**src/rtl/hub75_fb_rowload.sv**
```systemverilog
// Fetches one frame-memory row into the back bank of a ping-pong line buffer; swaps banks on request.
// Latency: fbr_re T+1..T+N_COLS, lb_we T+2..T+N_COLS+1, fb_row_rdy at T+N_COLS+2 after a load at T; no backpressure.
module hub75_fb_rowload #(
  parameter int N_ROWS     = 32,
  parameter int N_COLS     = 64,
  parameter int BITDEPTH   = 16,
  parameter int LOG_N_ROWS = $clog2(N_ROWS),
  parameter int LOG_N_COLS = $clog2(N_COLS)
) (
  input  logic                           clk,
  input  logic                           rst_n,
  input  logic [LOG_N_ROWS-1:0]          fb_row_addr,
  input  logic                           fb_row_load,
  output logic                           fb_row_rdy,
  input  logic                           fb_row_swap,
  output logic [LOG_N_ROWS+LOG_N_COLS-1:0] fbr_addr,
  output logic                           fbr_re,
  input  logic [BITDEPTH-1:0]            fbr_data,
  output logic [LOG_N_COLS:0]            lb_waddr,
  output logic [BITDEPTH-1:0]            lb_wdata,
  output logic                           lb_we,
  output logic                           front_sel
);

  typedef enum logic [1:0] {IDLE, READ, DRAIN} state_t;

  state_t                  state, state_nxt;
  logic [LOG_N_ROWS-1:0]   row;
  logic [LOG_N_COLS-1:0]   col;
  logic                    wbank;
  logic                    start, done;

  always_comb begin
    state_nxt = state;
    start     = 1'b0;
    done      = 1'b0;
    case (state)
      IDLE: begin
        if (fb_row_load) begin
          start     = 1'b1;
          state_nxt = READ;
        end
      end
      READ: begin
        if (&col) state_nxt = DRAIN;
      end
      DRAIN: begin
        // wait until the last read has been issued and its word is on fbr_data
        if (!fbr_re) begin
          done      = 1'b1;
          state_nxt = IDLE;
        end
      end
      default: state_nxt = IDLE;
    endcase
  end

  always_ff @(posedge clk or negedge rst_n) begin
    if (!rst_n) begin
      state      <= IDLE;
      row        <= '0;
      col        <= '0;
      wbank      <= 1'b0;
      fbr_re     <= 1'b0;
      fbr_addr   <= '0;
      lb_we      <= 1'b0;
      lb_waddr   <= '0;
      front_sel  <= 1'b0;
      fb_row_rdy <= 1'b0;
    end else begin
      state <= state_nxt;
      if (start) begin
        row   <= fb_row_addr;
        // a swap in the same cycle makes the current front the new back bank
        wbank <= fb_row_swap ? front_sel : ~front_sel;
        col   <= '0;
      end
      fbr_re <= (state == READ);
      if (state == READ) begin
        fbr_addr <= {row, col};
        col      <= col + 1'b1;
      end
      lb_we <= fbr_re;
      if (fbr_re) lb_waddr <= {wbank, fbr_addr[LOG_N_COLS-1:0]};
      if (fb_row_swap) front_sel <= ~front_sel;
      if (done)
        fb_row_rdy <= 1'b1;
      else if (start || fb_row_swap)
        fb_row_rdy <= 1'b0;
    end
  end

  // memory data already carries its own one-cycle latency, aligned with lb_we
  assign lb_wdata = lb_we ? fbr_data : '0;

endmodule

```
**config.mk**
```make
export PLATFORM = sky130hd
export DESIGN_NAME = hub75_fb_rowload
export DESIGN_NICKNAME = d
export VERILOG_FILES = /design/src/rtl/hub75_fb_rowload.sv
export SDC_FILE = /design/constraint.sdc
export NUM_CORES = 1
export LEC_CHECK = 0
export BUFFER_PORTS_ARGS = -buffer_cell sky130_fd_sc_hd__clkbuf_2
export CORE_UTILIZATION = 47
export DETAILED_ROUTE_END_ITERATION = 16
export PLACE_DENSITY = 0.89
export SYNTH_ARGS = -nofsm -noshare
export SYNTH_HDL_FRONTEND = slang
export SYNTH_SLANG_ARGS = --single-unit
export TNS_END_PERCENT = 30
```
**constraint.sdc**
```tcl
create_clock -name clk -period 1.8 [get_ports clk]
set_clock_uncertainty 0.2 [all_clocks]
set_input_delay 0 -clock clk [delete_from_list [all_inputs] [get_ports clk]]
set_output_delay 0 -clock clk [all_outputs]
set_load 0.02 [all_outputs]
```
* Word-level counts from Yosys, hierarchy flattened
Index checks and enable logic that the tools add are counted.
** Word-level totals
- Flip-flop bits (word level) :: 36
- Bits of input ports :: 25
- Output and inout bits :: 38
- Word-level logic and storage cells :: 37
** Operators by class
- $add $sub $neg :: 1
- Equal/unequal tests :: 5
- Muxes and demuxes :: 14
- Bitwise gates (word level) :: 1
- Reductions and logical operators :: 6
** Operators with widths (number)
- two-way mux 16 bit :: 1
- two-way mux 6 bit :: 2
- two-way mux 1 bit :: 7
- adder 6 x 1 -> 6 bit (second input constant) :: 1
- two-way mux 2 bit :: 3
- inequality test 2 bit (second input constant) :: 3
- case mux 2 bit (3 select lines) :: 1
- AND reduction 6 bit :: 1
- nonzero test 2 bit :: 2
- AND reduction 3 bit :: 1
- == test 2 x 1 -> 1 bit (second input constant) :: 1
- == test 2 bit (second input constant) :: 1
- zero test 2 bit :: 1
- logical OR 1 bit :: 1
- inverter 1 bit :: 1

* Depth between registers and ports, before layout
Gate-level depths: netlist (run 1).
- Word-level depth :: 5
- Mapped depth :: 7
- Depth with buffers taken out :: 4

* Worst setup path after synthesis (run 1)
Ideal clock, no wire load.
- Path type :: reg2reg
- Start :: reg state[0]
- End :: reg row[0]
- Setup time :: 0.125 ns
- Arrival time :: 1.263 ns
- Required time :: 1.475 ns
- Setup slack :: 0.213 ns
- Cell stages (with the launch flop) :: 5
- Path buffers :: 1
- Clock period less this slack :: 1.587 ns
- Cell sequence :: dfrtp_1 buf_4 nand2b_1 nor2_2 mux2_2
** Between the ends
- Word-level cells in the longest chain between the ends :: 2
** RTL lines
- from (decl) :: line 27 : state_t state, state_nxt;
- from (signal assigned) :: line 71 : state <= state_nxt;
- zero test 2 bit :: line 37 : case (state)
- two-way mux 1 bit :: line 37
- to (signal assigned) :: line 73 : row <= fb_row_addr;
- to (decl) :: line 28 : logic [LOG_N_ROWS-1:0] row;
No other way between the ends.
A chain may end at the register's enable or synchronous reset.

* Worst setup path in the final report (run 1)
Ends and elaborated chain as after synthesis.

==> results.tsv, run 1 <==
stage	metric	value	unit
status	status	finished, final reports clean	
power	leakage	0.00105	uW
timing	final-hold-violation-count	0	
clock_tree	clockBufferDepth	2	
global_routing	grt_pass1_wl	5150	um
clock_tree	cts.sinks	36	
setup_path	cp_cell_sequence	nand2b_1, nor2_2, mux2_2	
timing	slew_viol_final	0	
place	port_buffers	62	
clock_tree	cts_buffers	5	
cells_and_area	area_growth	33.2	%
route	via_count	1263	
worst_hold_path	whs_path_depth	3	
clock_tree	cts_tree	done	
die	rows	20	
die	floorplan.die_area	3520	um2
setup_path	timing.rr.end	row[0]$_DFFE_PN0P_	
timing	finalSetupTns	0	ns
synth	yosys_warnings	0	
global_routing	grt_max_degree	24	
clock_tree	root_buffer	clkbuf_4	
die	pin_count	63	
cells_and_area	antenna_cells	0	
setup_path	cp_slowest_stage_delay	0.49	ns
timing	period_needed	1.66	ns
timing	slew_headroom	62.0	%
route	first_pass_iters	4	
route	postRouteAntennaNets	0	
route	top_layer	met4	
worst_hold_path	hold_path.class	input pin to output pin	
global_routing	first_global_vias	1168	
clock_tree	hold_buffers	9	
power	powerDensity	1660	nW/um2
synth	syn_area	1550	um2
timing	post-route-period-util	92.5	%
setup_path	crit_path_start	state[0]$_DFFE_PN0P_	
worst_hold_path	hp-start	fbr_data[8]	
clock_tree	cts_resized	0	
die	fp.dieW	59.3	um
route	drtIter0Drc	23	
cells_and_area	fin_util	66.9	%
cells_and_area	fillCellCount	277	
setup_path	cp-end-kind	flip-flop	
setup_path	crit_type	flip-flop to flip-flop	
run	drv_cap	0	
timing	grt_setup_unrepaired	no	
place	gp_congestion	0.749	
setup_path	cp_slowest_cell	dfrtp_1	
synth	postSynthCellCount	143	
route	drc_errors	0	
route	wl_per_cell	12.1	um
setup_path	worstPathArrival	1.70	ns
cells_and_area	seqCellArea	901	um2
global_routing	antenna_found_initial	0	
die	start_util	50.2	%
die	core_area	3080	um2
setup_path	reg2reg_slack	0.14	ns
timing	fmax	601	MHz
synth	yosysUniqueCellTypes	28	
route	via_per_inst	4.78	
power	ir_drop	0.846	mV
cells_and_area	multiInputGateArea	602	um2
cells_and_area	drive_gt1_share	40.5	%
worst_hold_path	min_to	lb_wdata[8]	
setup_path	start_kind	flip-flop	
setup_path	required	1.84	ns
clock_tree	clk_latency	0.34	ns
timing	setup_viol	0	
timing	tightest_slew	0.570	ns
setup_path	cp_max_fo	9	
route	met2_length	1570	um
route	drt_wl_total	3190	um
clock_tree	clk_pin_slew	0.11	ns
synth	synth_fp_nets	169	
synth	ys_ff_latch	36	
global_routing	grt.overflow.total	0	
route	route.met3.wl	298	um
place	dp_hpwl	2340	um
setup_path	timing.rr.start	state[0]$_DFFE_PN0P_	
cells_and_area	final_net_count	245	
route	m1WireLength	1280	um
die	die_h	59.3	um
synth	synth-seq-area-share	58.3	%
global_routing	grt_usage	20.7	%
clock_tree	post_cts_buffers	0	
setup_path	rr_worst_depth	3	
synth	avgSynthCellArea	10.8	um2
clock_tree	cts_htree_levels	2	
## sequential cells by signal, indices dropped and copies added, names as in the netlist
signal and cells:
fbr_addr 11, lb_waddr 7, col 6, row 5, state 2, fb_row_rdy 1
fbr_re 1, front_sel 1, lb_we 1, wbank 1
## cell type report
cell class / count / share of cell area (%)
sequential: 36 / 43.8
multi-input combinational: 99 / 29.2
timing repair buffer: 75 / 20.9
clock buffer: 7 / 2.67
tap: 44 / 2.67
clock inverter: 1 / 0.365
inverter: 2 / 0.365
## worst max path at each step
stage	end	slack [ns]
floorplan	row[0]$_DFFE_PN0P_	0.21
global placement	row[2]$_DFFE_PN0P_	0.20
detailed placement	row[4]$_DFFE_PN0P_	0.17
CTS	row[0]$_DFFE_PN0P_	0.14
global route	row[0]$_DFFE_PN0P_	0.06
finish	row[0]$_DFFE_PN0P_	0.14
## critical path: cells and delay by family (launching register included)
family           cells  cell delay, ns
and+or+nand+nor      2            0.49
DFF                  1            0.49
muxes                1            0.39
## kinds of logic (layout without fill, tap and decap cells)
family | Yosys count | count (layout) | synth area share [%]
compound gates | 10 | 10 | 4.37
xor+xnor | 2 | 2 | 1.13
fa+ha+maj | 1 | 1 | 0.810
buf+inv | 8 | 85 | 2.75
flops | 36 | 36 | 58.3
mux | 15 | 15 | 10.9
simple gates | 71 | 71 | 21.8
## power breakdown
group	switching [uW]	internal, uW	total (uW)
combinational	818	608	1430
clock	263	191	454
sequential	344	1180	1530
## stage by stage
step	area (um2)	setup WS (ns)	total power (uW)	instances	hold slack [ns]
2_1_floorplan	1550	0.213	2460	143	-0.496
3_3_place_gp	1910	0.202	2900	247	-0.188
3_5_place_dp	1910	0.166	2970	247	-0.182
4_1_cts	2060	0.136	3450	264	0.135
5_1_grt	2060	0.0558	3650	264	0.146
6_report	2060	0.136	3410	264	0.132
## layer usage
layer	global-route usage (%)	vias up
met2	36.6	66
li1	-	626
met3	6.55	4
met5	0	-
met4	7.14	0
met1	23.4	567
## synth_stat cells, drive strengths merged
cell type  number  area [um2]
nand2          42         158
dfrtp          36         901
and2           16         100
mux2           14         158
nor2            4        17.5
o21ai           4        20.0
buf             3        23.8
clkbuf          3        11.3
nand3           3        15.0
a22o            2        17.5
inv             2        7.51
nand2b          2        20.0
a41oi           1        8.76
and3            1        6.26
ha              1        12.5
mux2i           1        10.0
nand4           1        6.26
nor2b           1        6.26
o211ai          1        7.51
o21bai          1        7.51
o22ai           1        6.26
or4             1        7.51
xnor2           1        8.76
xor2            1        8.76
## cell usage in the layout (no fill, tap or decap), drive strengths merged, types with 2 or more instances in the layout
cell type and n:
a22o 2, and2 16, buf 4, clkbuf 69, dfrtp 36, dlygate4sd3 9
inv 2, mux2 14, nand2 42, nand2b 2, nand3 3, nor2 4
o21ai 4
Note: power is estimated with default switching activity, not from simulation.
==> run 2, diff against run 1 <==
--- a/config.mk
+++ b/config.mk
@@ -6,9 +6,11 @@
 export NUM_CORES = 1
 export LEC_CHECK = 0
 export BUFFER_PORTS_ARGS = -buffer_cell sky130_fd_sc_hd__clkbuf_2
+export CORE_MARGIN = 2
 export CORE_UTILIZATION = 47
 export DETAILED_ROUTE_END_ITERATION = 16
 export PLACE_DENSITY = 0.89
+export SETUP_SLACK_MARGIN = 0.4
 export SYNTH_ARGS = -nofsm -noshare
 export SYNTH_HDL_FRONTEND = slang
 export SYNTH_SLANG_ARGS = --single-unit
==> run 2 against run 1 <==
Against the previous run:
- routed wire length rose by 10%
- non-clock buffer count rose by 14
- first-iteration DRC count rose by 17%
- flip-flop and latch count did not move
- sequential power barely moved
- core utilization rose by 5.3 points
- die area rose by 6.9%
- critical path depth did not move
- cell count rose by 4.9%
- global-route usage fell by 1.1 points
- combinational power rose by 20%
- hold slack got worse by 0.0011 ns
- largest power group is now combinational logic
==> results.tsv, run 2 (synthesis results as in run 1) <==
stage	metric	value	unit	change
clock_tree	clk_latency	0.34	ns	about the same
status	status	finished, final reports clean		unchanged
cells_and_area	final_cell_mix	clkbuf_2, nand2_1, dfrtp_1, and2_1, buf_4		was clkbuf_2, nand2_1, dfrtp_1, and2_1, mux2_2
timing	tightest_slew	0.583	ns	was 0.570 ns
global_routing	antenna_found_initial	0		unchanged
timing	slew_viol_final	0		unchanged
clock_tree	clockBufferDepth	2		unchanged
route	postRouteAntennaNets	0		unchanged
cells_and_area	seqCellArea	907	um2	was 901 um2
run	drv_cap	0		unchanged
route	drt_wl_total	3510	um	was 3190 um
cells_and_area	largest_reg_flops	11		unchanged
clock_tree	root_buffer	clkbuf_4		unchanged
cells_and_area	top_register	fbr_addr		unchanged
timing	period_needed	1.45	ns	was 1.66 ns
global_routing	grt_max_degree	18		was 24
die	core_area	3100	um2	was 3080 um2
setup_path	worstPathArrival	1.49	ns	was 1.70 ns
setup_path	start_kind	flip-flop		unchanged
global_routing	grt.overflow.total	0		unchanged
timing	post-route-period-util	80.6	%	was 92.5%
place	port_buffers	62		unchanged
cells_and_area	fillCellCount	238		was 277
power	ir_drop	0.911	mV	was 0.846 mV
setup_path	cp_slowest_stage_delay	0.44	ns	was 0.49 ns
cells_and_area	area_growth	44.9	%	was 33.2%
die	pin_count	63		unchanged
setup_path	timing.rr.start	col[1]$_DFFE_PN0P_		was state[0]$_DFFE_PN0P_
place	dp_hpwl	2330	um	was 2340 um
route	top_layer	met4		unchanged
clock_tree	clk_pin_slew	0.11	ns	about the same
setup_path	timing.rr.end	col[2]$_DFFE_PN0P_		was row[0]$_DFFE_PN0P_
cells_and_area	final_net_count	259		was 245
setup_path	crit_path_start	col[1]$_DFFE_PN0P_		was state[0]$_DFFE_PN0P_
cells_and_area	final_common_cell	clkbuf_2		unchanged
route	first_pass_iters	4		unchanged
timing	fmax	689	MHz	was 601 MHz
setup_path	required	1.84	ns	about the same
setup_path	endpoint	col[2]$_DFFE_PN0P_		was row[0]$_DFFE_PN0P_
worst_hold_path	hold_path.class	input pin to output pin		unchanged
clock_tree	cts.sinks	36		unchanged
timing	grt_setup_unrepaired	yes		was no
global_routing	grt_pass1_wl	5180	um	was 5150 um
die	die_h	61.3	um	was 59.3 um
route	drc_errors	0		unchanged
setup_path	cp_max_fo	5		was 9
power	power.total	3630	uW	was 3410 uW
setup_path	cp_cell_sequence	ha_2, mux2_4, a22o_1		was nand2b_1, nor2_2, mux2_2
route	via_per_inst	4.88		was 4.78
cells_and_area	fin_util	72.1	%	was 66.9%
timing	slew_headroom	61.0	%	was 62.0%
cells_and_area	top_regs	fbr_addr: 11 flops, lb_waddr: 7 flops, col: 6 flops		unchanged
clock_tree	cts_tree	done		unchanged
global_routing	first_global_vias	1220		was 1168
die	fp.dieW	61.3	um	was 59.3 um
route	m1WireLength	1370	um	was 1280 um
timing	setup_viol	0		unchanged
cells_and_area	multiInputGateArea	661	um2	was 602 um2
global_routing	grt_usage	19.6	%	was 20.7%
setup_path	cp-end-kind	flip-flop		unchanged
place	gp_congestion	0.823		was 0.749
setup_path	crit_type	flip-flop to flip-flop		unchanged
setup_path	rr_worst_depth	3		unchanged
route	met2_length	1780	um	was 1570 um
setup_path	reg2reg_slack	0.35	ns	was 0.14 ns
power	powerDensity	1620	nW/um2	was 1660 nW/um2
cells_and_area	drive_gt1_share	48.9	%	was 40.5%
timing	final-hold-violation-count	0		unchanged
die	floorplan.die_area	3760	um2	was 3520 um2
route	wl_per_cell	12.7	um	was 12.1 um
clock_tree	cts_buffers	5		unchanged
die	rows	20		unchanged
route	drtIter0Drc	27		was 23
route	route.met3.wl	301	um	was 298 um
setup_path	cp_slowest_cell	dfrtp_1		unchanged
die	start_util	49.8	%	was 50.2%
cells_and_area	antenna_cells	0		unchanged
clock_tree	cts_htree_levels	2		unchanged
power	leakage	0.00115	uW	was 0.00105 uW
timing	finalSetupTns	0	ns	unchanged
route	via_count	1351		was 1263
==> run 2: changes by cell type in the layout (fill, tap and decap cells not counted), sizes merged <==
cell,change
clkinv,+1
clkbuf,-1
dlygate4sd3,+1
inv,-1
buf,+13
==> run 2: layer usage <==
layer / vias up / track usage (%)
met5: - / 0
met1: 627 / 21.0
met3: 7 / 6.09
met4: 0 / 6.38
li1: 650 / -
met2: 67 / 36.6
==> run 2: worst max-delay path, delay by kind of cell (launching register included) <==
kind	cells	cell delay, ns
flops	1	0.44
compound gates	1	0.18
mux	1	0.30
fa+ha+maj	1	0.22
==> run 2: per-stage QoR <==
step | instances | hold WS (ns) | worst slack [ns] | area, um2
2_1_floorplan | 143 | -0.496 | 0.307 | 1580
3_3_place_gp | 245 | -0.284 | 0.230 | 1920
3_5_place_dp | 245 | -0.275 | 0.181 | 1920
4_1_cts | 273 | 0.133 | 0.353 | 2180
5_1_grt | 277 | 0.149 | 0.322 | 2240
6_report | 277 | 0.131 | 0.349 | 2240
==> run 2: cell type report <==
cell class,count,area share [%]
clock inverters,1,0.224
multi-input cells,99,29.5
inverters,2,0.503
clock buffers,6,1.84
well taps,44,2.46
flip-flops and latches,36,40.5
repair buffers,89,24.9
==> run 2: worst min-delay path by stage <==
stage / start / endpoint / slack, ns / cells past startpoint
after floorplan: rst_n / col[0]$_DFFE_PN0P_ / -0.50 / 0
after global placement: rst_n / col[4]$_DFFE_PN0P_ / -0.28 / 1
after detailed placement: rst_n / fbr_addr[8]$_DFFE_PN0P_ / -0.28 / 1
after CTS: fbr_data[11] / lb_wdata[11] / 0.13 / 3
after global routing: fbr_data[9] / lb_wdata[9] / 0.15 / 3
final: fbr_data[11] / lb_wdata[11] / 0.13 / 3
==> run 2: what timing repair did <==
action | CTS | global route
endpoints found under the hold margin | 49 | 0
hold buffers | 10 | 0
gates resized for setup | 4 | 10
buffers inserted | 11 | 4
pin swaps | 1 | 4
endpoints found under the setup margin | 40 | 41
==> run 2: power breakdown <==
part	internal, uW	leakage, uW	switching, uW
registers	1190	0.000422	331
logic	799	0.000698	909
clock network	144	0.0000281	254
total	2130	0.00115	1490
